## src/rtl/csr_commit_pkg.sv

```systemverilog
// Shared definitions for the CSR retire path: exception codes,
// the CSR address field and the E2 stage bundle.
package csr_commit_pkg;

    localparam int EXCEPTION_W = 6;

    localparam logic [EXCEPTION_W-1:0] EXCEPTION_ILLEGAL_INSTRUCTION = 6'h12;
    localparam logic [EXCEPTION_W-1:0] EXCEPTION_BREAKPOINT          = 6'h13;
    localparam logic [EXCEPTION_W-1:0] EXCEPTION_ECALL               = 6'h18;
    localparam logic [EXCEPTION_W-1:0] EXCEPTION_INTERRUPT           = 6'h20;
    localparam logic [EXCEPTION_W-1:0] EXCEPTION_ERET_U              = 6'h30;
    localparam logic [EXCEPTION_W-1:0] EXCEPTION_FENCE               = 6'h3f;

    localparam int CSR_ADDR_HI = 31;
    localparam int CSR_ADDR_LO = 20;

    typedef struct packed {
        logic                   valid;
        logic [31:0]            pc;
        logic [11:0]            waddr;
        logic [31:0]            value;
        logic                   write;
        logic [31:0]            wdata;
        logic [EXCEPTION_W-1:0] exc;
    } e2_t;

endpackage

```

## src/rtl/csr_commit_exc_sel.sv

```systemverilog
// E2 exception priority resolver: carried E1 code, then LSU fault,
// then a pending interrupt; produces the retired code and tval.
module csr_commit_exc_sel #(
    parameter int SUPPORT_LSU_FAULT = 1,
    parameter int EXCEPTION_W       = 6
) (
    input  logic                   valid,
    input  logic                   stall,
    input  logic [EXCEPTION_W-1:0] carried,
    input  logic [31:0]            pc,
    input  logic [31:0]            value,
    input  logic                   lsu_fault,
    input  logic [EXCEPTION_W-1:0] lsu_code,
    input  logic [31:0]            lsu_addr,
    input  logic                   take_interrupt,
    output logic [EXCEPTION_W-1:0] code,
    output logic [31:0]            tval
);
    import csr_commit_pkg::*;

    logic fault;

    assign fault = (SUPPORT_LSU_FAULT != 0) && lsu_fault;

    always_comb begin
        code = '0;
        tval = '0;
        if (!valid) begin
            code = '0;
        end else if (carried != '0) begin
            code = carried;
            if (carried == EXCEPTION_ILLEGAL_INSTRUCTION)
                tval = value;
            else if (carried == EXCEPTION_BREAKPOINT)
                tval = pc;
        end else if (fault) begin
            code = lsu_code;
            tval = lsu_addr;
        end else if (take_interrupt && !stall) begin
            code = EXCEPTION_INTERRUPT;
        end
    end

endmodule

```

## src/rtl/csr_commit.sv

```systemverilog
// CSR retire path: E2 and WB alignment, trap squash, interrupt inhibit.
// Optional retire counter enabled by CSR_COMMIT_RETIRE_CNT_EN.
module csr_commit #(
    parameter int SUPPORT_LSU_FAULT = 1,
    parameter int EXCEPTION_W       = 6
) (
    input  logic                   clk_i,
    input  logic                   rst_ni,
    input  logic                   e1_valid_i,
    input  logic [31:0]            e1_pc_i,
    input  logic [31:0]            e1_opcode_i,
    input  logic [31:0]            csr_result_e1_value_i,
    input  logic                   csr_result_e1_write_i,
    input  logic [31:0]            csr_result_e1_wdata_i,
    input  logic [EXCEPTION_W-1:0] csr_result_e1_exception_i,
    input  logic                   lsu_fault_i,
    input  logic [EXCEPTION_W-1:0] lsu_fault_code_i,
    input  logic [31:0]            lsu_fault_addr_i,
    input  logic                   take_interrupt_i,
    input  logic                   stall_i,
    output logic                   csr_writeback_write_o,
    output logic [11:0]            csr_writeback_waddr_o,
    output logic [31:0]            csr_writeback_wdata_o,
    output logic [EXCEPTION_W-1:0] csr_writeback_exception_o,
    output logic [31:0]            csr_writeback_exception_pc_o,
    output logic [31:0]            csr_writeback_exception_addr_o,
    output logic                   interrupt_inhibit_o,
    output logic                   squash_o
`ifdef CSR_COMMIT_RETIRE_CNT_EN
    ,
    output logic [63:0]            retire_count_o
`endif
);
    import csr_commit_pkg::*;

    e2_t                    e2;
    logic [EXCEPTION_W-1:0] exc_code;
    logic [31:0]            exc_tval;
    logic                   squash;
    logic                   advance;
    logic                   wb_write;
    logic                   unused_opcode;

    assign unused_opcode = ^e1_opcode_i[CSR_ADDR_LO-1:0];

    assign squash   = csr_writeback_exception_o != '0;
    assign squash_o = squash;
    assign advance  = e2.valid & ~stall_i & ~squash;
    assign wb_write = e2.write & (exc_code == '0);

    csr_commit_exc_sel #(
        .SUPPORT_LSU_FAULT(SUPPORT_LSU_FAULT),
        .EXCEPTION_W      (EXCEPTION_W)
    ) u_exc_sel (
        .valid         (e2.valid),
        .stall         (stall_i),
        .carried       (e2.exc),
        .pc            (e2.pc),
        .value         (e2.value),
        .lsu_fault     (lsu_fault_i),
        .lsu_code      (lsu_fault_code_i),
        .lsu_addr      (lsu_fault_addr_i),
        .take_interrupt(take_interrupt_i),
        .code          (exc_code),
        .tval          (exc_tval)
    );

    // A retiring trap kills E2 even while stalled and drops the E1 offer.
    always_ff @(posedge clk_i or negedge rst_ni) begin
        if (!rst_ni) begin
            e2 <= '0;
        end else if (squash) begin
            e2 <= '0;
        end else if (!stall_i) begin
            if (e1_valid_i)
                e2 <= '{valid: 1'b1,
                        pc:    e1_pc_i,
                        waddr: e1_opcode_i[CSR_ADDR_HI:CSR_ADDR_LO],
                        value: csr_result_e1_value_i,
                        write: csr_result_e1_write_i,
                        wdata: csr_result_e1_wdata_i,
                        exc:   csr_result_e1_exception_i};
            else
                e2 <= '0;
        end
    end

    always_ff @(posedge clk_i or negedge rst_ni) begin
        if (!rst_ni) begin
            csr_writeback_write_o          <= 1'b0;
            csr_writeback_waddr_o          <= '0;
            csr_writeback_wdata_o          <= '0;
            csr_writeback_exception_o      <= '0;
            csr_writeback_exception_pc_o   <= '0;
            csr_writeback_exception_addr_o <= '0;
        end else if (advance) begin
            csr_writeback_write_o          <= wb_write;
            csr_writeback_waddr_o          <= wb_write ? e2.waddr : 12'h0;
            csr_writeback_wdata_o          <= wb_write ? e2.wdata : 32'h0;
            csr_writeback_exception_o      <= exc_code;
            csr_writeback_exception_pc_o   <= (exc_code != '0) ? e2.pc : 32'h0;
            csr_writeback_exception_addr_o <= exc_tval;
        end else begin
            csr_writeback_write_o          <= 1'b0;
            csr_writeback_waddr_o          <= '0;
            csr_writeback_wdata_o          <= '0;
            csr_writeback_exception_o      <= '0;
            csr_writeback_exception_pc_o   <= '0;
            csr_writeback_exception_addr_o <= '0;
        end
    end

    // Holds off interrupts while a CSR update or trap is still in flight.
    always_ff @(posedge clk_i or negedge rst_ni) begin
        if (!rst_ni)
            interrupt_inhibit_o <= 1'b0;
        else
            interrupt_inhibit_o <= (e2.valid & e2.write)
                                 | (e2.valid & (e2.exc != '0))
                                 | csr_writeback_write_o
                                 | squash
                                 | (e1_valid_i & (csr_result_e1_exception_i != '0));
    end

`ifdef CSR_COMMIT_RETIRE_CNT_EN
    logic wb_valid;

    always_ff @(posedge clk_i or negedge rst_ni) begin
        if (!rst_ni) begin
            wb_valid       <= 1'b0;
            retire_count_o <= '0;
        end else begin
            wb_valid <= advance;
            if (wb_valid && !squash)
                retire_count_o <= retire_count_o + 64'd1;
        end
    end
`else
    // instret is counted outside this block
`endif

endmodule

```

## config.mk

```make
export PLATFORM = sky130hd
export DESIGN_NAME = csr_commit
export DESIGN_NICKNAME = d
export VERILOG_FILES = /design/src/rtl/csr_commit_pkg.sv /design/src/rtl/csr_commit_exc_sel.sv /design/src/rtl/csr_commit.sv
export SDC_FILE = /design/constraint.sdc
export NUM_CORES = 1
export LEC_CHECK = 0
export CORE_UTILIZATION = 45
export DETAILED_ROUTE_END_ITERATION = 16
export PLACE_DENSITY_LB_ADDON = 0.25
export RECOVER_POWER = 25
export SYNTH_ARGS = -nofsm -noshare
export SYNTH_HDL_FRONTEND = slang
export SYNTH_HIERARCHICAL = 1
export SYNTH_SLANG_ARGS = --single-unit
```

## constraint.sdc

```tcl
create_clock -name clk_i -period 5.7 [get_ports clk_i]
set_input_delay 0.855 -clock clk_i [delete_from_list [all_inputs] [get_ports clk_i]]
set_output_delay 0.855 -clock clk_i [all_outputs]
set_load 0.005 [all_outputs]
```

# --- Word level (Yosys, flattened, before mapping) ---
# Index checks and enable logic that the tools add are counted.
op_classes:
  muxes: 21
  n_eq_ne: 3
  bitwise: 12
  n_reduce_logical: 7
ops:
  columns: ["op", "count"]
  rows:
  - ["116-bit 2-to-1 mux", 3]
  - ["32-bit 2-to-1 mux", 10]
  - ["6-bit 2-to-1 mux", 5]
  - ["12-bit 2-to-1 mux", 2]
  - ["6-bit nonzero test", 4]
  - ["6-bit by 5-bit == test with 1-bit output (second input constant)", 2]
  - ["1-bit AND", 6]
  - ["6-bit zero test", 1]
  - ["1-bit OR", 4]
  - ["2-bit by 1-bit != test with 1-bit output (second input constant)", 1]
  - ["1-bit inverter", 2]
  - ["1-bit logical AND", 1]
  - ["1-bit zero test", 1]
  - ["1-bit 2-to-1 mux", 1]
totals:
  ff_bits: 232
  out_inout_bits: 117
  wordCells: 57
  in_bits: 179

# --- Depth between registers and ports, before layout ---
# Gate-level depths: netlist of run 1.
depth:
  ltp_word: 10
  depth_mapped: 9
  ltp_nobuf: 6

# --- Cells and area by module ---
# Netlist of run 1, hierarchy kept.
modules_own_cells:
  columns: ["mod", "cells_per_inst", "n_inst", "area_per_inst_um2", "seq_area_each_um2"]
  rows:
  - ["csr_commit", 534, 1, 8130.3, 5805.6]
  - ["csr_commit_exc_sel", 102, 1, 833.3, 0.0]

# --- Worst setup path before layout of run 1 ---
# No wires, ideal clock.
synth_timing:
  path_type: "input to register"
  startpoint: "input port lsu_fault_i"
  endpoint: "register csr_writeback_exception_pc_o[10]"
  slack_ns: 3.405
  arrival_time_ns: 2.160
  stages: 7
  required_time_ns: 5.565
  cell_sequence: "nand3_1 > o21ai_0 > or4_1 > nor3_2 > buf_4 > buf_4 > nor3b_1"
synth_between:
  elab_chain_cells: 6
synth_rtl:
  columns: ["item", "line", "source"]
  rows:
  - ["start: declaration", "csr_commit.sv:16", "input logic lsu_fault_i,"]
  - ["6-bit 2-to-1 mux", "csr_commit_exc_sel.sv:36", "end else if (fault) begin"]
  - ["6-bit 2-to-1 mux", "csr_commit_exc_sel.sv:30", "end else if (carried != '0) begin"]
  - ["6-bit 2-to-1 mux", "csr_commit_exc_sel.sv:28", "if (!valid) begin"]
  - ["net exc_code[3]", "csr_commit.sv:37", "logic [EXCEPTION_W-1:0] exc_code;"]
  - ["6-bit nonzero test", "csr_commit.sv:101", "csr_writeback_exception_pc_o <= (exc_code != '0) ? e2.pc : 32'h0;"]
  - ["32-bit 2-to-1 mux", "csr_commit.sv:101", null]
  - ["32-bit 2-to-1 mux", "csr_commit.sv:96", "end else if (advance) begin"]
  - ["end signal: assignment", "csr_commit.sv:101", null]
  - ["end: declaration", "csr_commit.sv:25", "output logic [31:0] csr_writeback_exception_pc_o,"]
# The timed path passes the listed nets, and every way through them passes these cells.
# A chain may end at the register's enable or synchronous reset.

# --- Final worst setup path of run 1 ---
layout_timing:
  startpoint: "register e2[0] (netlist name)"
  endpoint: "register csr_writeback_wdata_o[13]"
layout_between:
  elab_chain_cells: 7
layout_rtl:
  columns: ["item", "line", "source"]
  rows:
  - ["start: declaration", "csr_commit.sv:36", "e2_t e2;"]
  - ["start signal: assignment", "csr_commit.sv:76", "e2 <= '{valid: 1'b1,"]
  - ["6-bit nonzero test", "csr_commit_exc_sel.sv:30", null]
  - ["6-bit 2-to-1 mux", "csr_commit_exc_sel.sv:30", null]
  - ["6-bit 2-to-1 mux", "csr_commit_exc_sel.sv:28", null]
  - ["net exc_code[3]", "csr_commit.sv:37", null]
  - ["6-bit zero test", "csr_commit.sv:49", "assign wb_write = e2.write & (exc_code == '0);"]
  - ["1-bit AND", "csr_commit.sv:49", null]
  - ["32-bit 2-to-1 mux", "csr_commit.sv:99", "csr_writeback_wdata_o <= wb_write ? e2.wdata : 32'h0;"]
  - ["32-bit 2-to-1 mux", "csr_commit.sv:96", null]
  - ["end signal: assignment", "csr_commit.sv:99", null]
  - ["end: declaration", "csr_commit.sv:23", "output logic [31:0] csr_writeback_wdata_o,"]
# The timed path passes the listed nets, and every way through them passes these cells.

==> results of run 1 <==
sequential cells by signal, indices dropped and copies added, names as in the netlist:
register                        flops
csr_writeback_wdata_o              32
e2                                116
csr_writeback_exception_o           6
interrupt_inhibit_o                 1
csr_writeback_write_o               1
csr_writeback_exception_addr_o     32
csr_writeback_waddr_o              12
csr_writeback_exception_pc_o       32
layer usage:
metal / vias to the layer above / part of all wire (%)
met5: - / 0
met4: 0 / 3.0
met3: 48 / 9.9
met2: 277 / 47
met1: 3277 / 40
li1: 2911 / -
power by group through the flow:
| stage | clock network (W) | registers, W | logic, W |
|---|---|---|---|
| after floorplan | 0 | 0.00183 | 0.000334 |
| after global placement | 0 | 0.00187 | 0.000563 |
| after detailed placement | 0 | 0.00187 | 0.000578 |
| after CTS | 0.00161 | 0.00184 | 0.000581 |
| after global routing | 0.00168 | 0.00186 | 0.000625 |
| final | 0.00158 | 0.00184 | 0.000577 |
per-stage QoR:
step / hold WS (ns) / util [%] / instances / cell area, um2
global placement: 0.479 / 60.6 / 1121 / 11800
global route: 0.493 / 64.8 / 1163 / 12600
finish: 0.472 / 64.8 / 1164 / 12600
floorplan: 0.465 / - / 636 / 8960
detailed placement: 0.474 / 60.6 / 1121 / 11800
CTS: 0.435 / 64.8 / 1163 / 12600
how the worst min path moves through the flow:
stage                                         start                                         end  slack (ns)  depth (start not counted)
CTS                                          rst_ni  csr_writeback_exception_pc_o[18]$_DFF_PN0_        0.43                          1
finish              csr_writeback_write_o$_DFF_PN0_               interrupt_inhibit_o$_DFF_PN0_        0.47                          1
floorplan                        e2[37]$_DFFE_PN0P_                          e2[37]$_DFFE_PN0P_        0.47                          1
global placement    csr_writeback_write_o$_DFF_PN0_               interrupt_inhibit_o$_DFF_PN0_        0.48                          1
detailed placement  csr_writeback_write_o$_DFF_PN0_               interrupt_inhibit_o$_DFF_PN0_        0.47                          1
global route        csr_writeback_write_o$_DFF_PN0_               interrupt_inhibit_o$_DFF_PN0_        0.49                          1
worst max-delay path: cells and delay by family, from the launching register on:
family | cells | cell delay [ns]
compound gates | 1 | 0.13
buf+inv | 1 | 0.32
flops | 1 | 1.14
simple gates | 5 | 2.08
cells in the final DEF, fill, tap and decap left out, drive strengths merged:
master         Yosys  routed
a2111o             1       1
a211oi             1       1
a21o               1       1
a22o             115     115
and2               1       1
and3              40      40
and4              44      44
and4b              1       1
buf               37      11
bufinv             0       1
clkbuf            29      35
clkdlybuf4s50      0     274
clkinv             0       6
dfrtp            232     232
diode              0       1
inv                0       1
mux2i             32      32
nand2             15      15
nand3              1       1
nand4              1       1
nor2               1       1
nor3               5       5
nor3b             32      32
nor4               2       2
nor4b              1       1
o21a               1       1
o21ai              5       5
o2bb2ai           32      32
o31a               1       1
or3                2       2
or3b               1       1
or4                2       2
layout make-up:
type                    instances  area share, %
clock buffers                  34           5.86
clock inverters                 8          0.576
flip-flops and latches        232           46.1
multi-input cells             338           22.2
repair buffers                286           22.6
well taps                     265           2.63
diodes                          1         0.0198
cells by family (layout without fill, tap and decap cells):
logic type             count (synthesis)  in the layout  share of synthesized area (%)
buffers and inverters                 66            328                           4.26
and+or+nand+nor                      149            149                           12.1
AOI/OAI and AO/OA                    157            157                           15.3
muxes                                 32             32                           3.57
DFF                                  232            232                           64.8
other                                  0              1                              0
==> flow_metrics.env, run 1 <==
export IMPL_critical_path_arrival_ns=4.21
export IMPL_synth_area_leaders="dfrtp_1 65%, a22o_1 11%, and4_1 4.3%"
export IMPL_core_region_area_um2=19500
export IMPL_grt_max_degree=118
export IMPL_share_seq_of_total_power_pct=46.1
export IMPL_fin_skew_ns=0.0119
export IMPL_globalRoute_totalOverflow=0
export IMPL_synth_edf_count=0
export IMPL_critical_path_class="reg2reg"
export IMPL_internal_power_w=0.00298
export IMPL_status="complete, but fails checks"
export IMPL_grt_met1_usage_pct=31.7
export IMPL_ant_nets=0
export IMPL_cp_cell_sequence="nor3_1 > nand3_1 > o21ai_0 > or4_1 > nor3_4 > buf_12 > and4_1"
export IMPL_place_congestion=0.789
export IMPL_relSlewSlack_pct=-93.7
export IMPL_num_rows=51
export IMPL_dr_pass1_iters=5
export IMPL_die_y_um=143
export IMPL_synth_top_area_share_pct=64.8
export IMPL_synth_area_leader_cell="dfrtp_1"
export IMPL_grt_busiest_layer="met2"
export IMPL_min_path_type="reg2reg"
export IMPL_die_area_um2=20500
export IMPL_antenna_found_initial=2
export IMPL_crit_path_start_kind="flop"
export IMPL_ys_warn_count=6
export IMPL_routed_wl_um=24900
export IMPL_fin_crit_ns=3.76
export IMPL_worstReg2RegEnd="csr_writeback_wdata_o[13]$_DFF_PN0_"
export IMPL_regArea_um2=5810
export IMPL_crit_required_ns=6.15
export IMPL_synth_most_common_cell="dfrtp_1"
export IMPL_grt_pass1_vias=6712
export IMPL_power_density_nw_per_um2=318
export IMPL_setup_viol=0
export IMPL_post_place_ws_ns=1.90
export IMPL_pwr_share_comb_pct=14.4
export IMPL_critPathSlowestCell="dfrtp_2"
export IMPL_vias_per_cell=5.60
export IMPL_critPathLaunch="e2[0]$_DFFE_PN0P_"
export IMPL_clk_pin_slew_ns=0.06
export IMPL_fin_crit_sh_pct=66.0
export IMPL_cts_sinks=232
export IMPL_nets=1062
export IMPL_cts_root_buf="clkbuf_16"
export IMPL_clk_latency_ns=0.51
export IMPL_use_met3_pct=7.81
export IMPL_area_growth_syn_to_layout_pct=40.7
export IMPL_fillers=1446
export IMPL_htreeDepth=1
export IMPL_die_x_um=143
export IMPL_grt_pass1_wl_um=38500
export IMPL_p_switching_w=0.00103
export IMPL_synthArstFlopShare_pct=100
export IMPL_setup_ws_ns=1.94
export IMPL_finalHoldViolCount=0
export IMPL_slowest_delay_ns=1.14
export IMPL_portBuffers=275
export IMPL_cp_endpoint="csr_writeback_wdata_o[13]$_DFF_PN0_"
export IMPL_clock_path_buffers=3
export IMPL_dp_hpwl_um=15900
export IMPL_initialDrtViolationCount=327
export IMPL_reg2reg_slack_ns=1.94
export IMPL_postCtsSetupRepairBufs=0
export IMPL_cts_hold_buf=0
export IMPL_syn_inst=636
export IMPL_synth_seq_area_share_pct=64.8
export IMPL_cap_violations=1
export IMPL_multi_input_area_um2=2800
export IMPL_use_met2_pct=39.2
export IMPL_r2r_cells=7
export IMPL_cts_tree="yes"
export IMPL_p_clk_share_pct=39.5
export IMPL_vias=6513
export IMPL_fmax_ghz=0.266
export IMPL_rsz0062_at_grt="false"
export IMPL_endpoint_kind="flop"
export IMPL_synth_seq_cells=232
export IMPL_ys_top_cells_by_count="232 x dfrtp_1, 115 x a22o_1, 44 x and4_1, 40 x and3_1"
export IMPL_track_usage_pct=24.5
export IMPL_power_w=0.00400
export IMPL_syn_num_nets=815
export IMPL_netlist_area_um2=8960
export IMPL_io_pins=296
export IMPL_drive_above_1_share_pct=7.13
export IMPL_drc=0
export IMPL_rr_startpoint="e2[0]$_DFFE_PN0P_"
export IMPL_violations="max-capacitance violations, max-slew violations"
export IMPL_start_util_pct=46.1
export IMPL_syn_avg_cell_area_um2=14.1
export IMPL_synthFlopType="dfrtp_1"
export IMPL_switching_share_pct=25.6
export IMPL_ctsResizeCount=0
export IMPL_wire_per_inst_um=21.4
export IMPL_worstPathMaxFanout=53
export IMPL_p_leak_nw=5.70
export IMPL_synth_cell_type_count=36
export IMPL_ir_worst_vdd_mv=0.251
export IMPL_fin_tns_setup_ns=0
export IMPL_worst_pin_slew_ns=2.91
export IMPL_finalMaxSlewViolations=117
export IMPL_cts_made_buffers=25
Note: power is estimated with default switching activity, not from simulation.
==> run 2: changes to the inputs <==
==> constraint.sdc (replaced) <==
create_clock -name clk_i -period 3.6 [get_ports clk_i]
set_input_delay 0.54 -clock clk_i [delete_from_list [all_inputs] [get_ports clk_i]]
set_output_delay 0.54 -clock clk_i [all_outputs]
set_load 0.005 [all_outputs]
==> run 2 against run 1 <==
Net effect: the run still ends with max-capacitance violations, max-slew violations left; via count rose by 2.2%; worst hold slack better by 0.0055 ns; clock power grew 58%; non-clock buffer count up 11; core utilization rose by 0.33 points; clock skew about the same; critical path depth fell by 4; cell count increased by 1.1%; combinational power grew 62%; wire length grew 1.3%; global-route usage increased by 0.59 points; design area is 0.51% higher; critical path type is now reg2out; highest routed layer unchanged.
==> flow_metrics.env, run 2 (same netlist as run 1, synthesis figures left out) <==
export IMPL_status="complete, but fails checks"
export IMPL_violations="max-capacitance violations, max-slew violations"
export IMPL_min_path_type="reg2reg"
export IMPL_start_util_pct=46.1
export IMPL_largest_register="e2"
export IMPL_slowest_delay_ns=0.55
export IMPL_postCtsSetupRepairBufs=0
export IMPL_multi_input_area_um2=2800
export IMPL_core_region_area_um2=19500
export IMPL_ant_nets=0
export IMPL_crit_required_ns=3.06
export IMPL_ctsResizeCount=0
export IMPL_critical_path_arrival_ns=2.20
export IMPL_fin_crit_ns=2.74
export IMPL_io_pins=296
export IMPL_critical_path_class="reg2out"
export IMPL_fmax_ghz=0.365
export IMPL_worstPathMaxFanout=12
export IMPL_vias=6659
export IMPL_regArea_um2=5810
export IMPL_relSlewSlack_pct=-56.4
export IMPL_fin_crit_sh_pct=76.1
export IMPL_routed_wl_um=25200
export IMPL_layout_common_cells="274 x clkdlybuf4s50_1, 231 x dfrtp_1, 115 x a22o_1, 44 x and4_1, 39 x and3_1"
export IMPL_endpoint_kind="output pin"
export IMPL_cts_root_buf="clkbuf_16"
export IMPL_dp_cells=1132
export IMPL_cap_violations=1
export IMPL_setup_viol=0
export IMPL_die_y_um=143
export IMPL_grt_pass1_vias=7074
export IMPL_area_growth_syn_to_layout_pct=41.4
export IMPL_post_place_ws_ns=0.724
export IMPL_setup_ws_ns=0.859
export IMPL_htreeDepth=1
export IMPL_cts_hold_buf=0
export IMPL_clk_pin_slew_ns=0.06
export IMPL_antenna_found_initial=1
export IMPL_dp_hpwl_um=16700
export IMPL_p_leak_nw=5.74
export IMPL_die_x_um=143
export IMPL_drc=0
export IMPL_worst_pin_slew_ns=2.35
export IMPL_finalMaxSlewViolations=91
export IMPL_mostFrequentLayoutCell="clkdlybuf4s50_1"
export IMPL_cts_tree="yes"
export IMPL_grt_max_degree=92
export IMPL_grt_pass1_wl_um=39100
export IMPL_num_rows=51
export IMPL_crit_path_start_kind="flop"
export IMPL_clk_latency_ns=0.52
export IMPL_globalRoute_totalOverflow=0
export IMPL_finalHoldViolCount=0
export IMPL_largest_reg_flops=116
export IMPL_initialDrtViolationCount=345
export IMPL_rsz0062_at_grt="false"
export IMPL_nets=1072
export IMPL_critPathSlowestCell="clkdlybuf4s50_1"
export IMPL_cts_sinks=232
export IMPL_cts_made_buffers=24
export IMPL_ir_worst_vdd_mv=0.340
export IMPL_die_area_um2=20500
export IMPL_place_congestion=0.814
export IMPL_power_density_nw_per_um2=499
export IMPL_fin_tns_setup_ns=0
export IMPL_fin_cells=1177
export IMPL_clock_path_buffers=3
export IMPL_dr_pass1_iters=5
export IMPL_drive_above_1_share_pct=8.23
export IMPL_portBuffers=275
export IMPL_vias_per_cell=5.66
export IMPL_wire_per_inst_um=21.4
export IMPL_fillers=1466
export IMPL_cp_cell_sequence="nor4_4 > nand2_1 > clkdlybuf4s50_1"
export IMPL_track_usage_pct=25.1
export IMPL_fin_skew_ns=0.0117
==> run 2: changes by cell type in the layout (fill, tap and decap cells not counted) <==
cell / delta
inv_6: -1
clkbuf_1: +2
clkinv_2: +2
clkbuf_8: -1
buf_4: +11
buf_12: -1
clkinv_4: -1
clkinvlp_4: +2
==> run 2: critical path: cells and delay by family (launching register included) <==
family                 cells  cell delay (ns)
and+or+nand+nor            2             0.74
buffers and inverters      1             0.55
DFF                        1             0.40
==> run 2: final timing paths <==
| path | to | cells after the start | startpoint | slack, ns |
|---|---|---|---|---|
| hold / removal | interrupt_inhibit_o$_DFF_PN0_ | 1 | csr_writeback_write_o$_DFF_PN0_ | 0.48 |
| max in group asynchronous | e2[18]$_DFFE_PN0P_ | 2 | rst_ni | 1.42 |
| setup reg to reg | csr_writeback_wdata_o[6]$_DFF_PN0_ | 7 | e2[0]$_DFFE_PN0P_ | 0.92 |
| setup / recovery | squash_o | 3 | csr_writeback_exception_o[1]$_DFF_PN0_ | 0.86 |
| min in group asynchronous | csr_writeback_exception_pc_o[17]$_DFF_PN0_ | 1 | rst_ni | 0.69 |
| hold reg to reg | interrupt_inhibit_o$_DFF_PN0_ | 1 | csr_writeback_write_o$_DFF_PN0_ | 0.48 |
==> run 2: where the power goes <==
group          total, W  leakage (nW)  switching (W)  internal (W)
clock network   0.00249         0.403        0.00101       0.00148
logic          0.000935          2.20       0.000500      0.000435
registers       0.00291          3.14       0.000124       0.00278
total           0.00633          5.74        0.00163       0.00470
==> run 2: stage by stage <==
| step | area [um2] | util (%) | power, W | hold slack (ns) |
|---|---|---|---|---|
| finish | 12700 | 65.1 | 0.00633 | 0.478 |
| global route | 12700 | 65.1 | 0.00658 | 0.501 |
| CTS | 12700 | 65.2 | 0.00638 | 0.0422 |
| detailed placement | 11900 | 61.0 | 0.00388 | 0.459 |
| global placement | 11900 | 61.0 | 0.00384 | 0.465 |
| floorplan | 8960 | - | 0.00343 | 0.244 |
==> run 2: layout make-up <==
| class | instances | share of cell area (%) |
|---|---|---|
| Clock inverter | 10 | 0.632 |
| Sequential cell | 232 | 45.8 |
| Tap cell | 265 | 2.62 |
| Antenna cell | 1 | 0.0197 |
| Timing Repair Buffer | 297 | 23.1 |
| Clock buffer | 34 | 5.76 |
| Multi-Input combinational cell | 338 | 22.1 |
==> run 2: per-layer routing <==
metal  share of wire [%]  global-route usage (%)  vias up
met5                   0                       0        -
met4                 3.5                    9.79        0
met3                 9.3                    7.31       62
met2                  48                    41.2      291
met1                  39                    31.3     3376
li1                    -                       -     2930
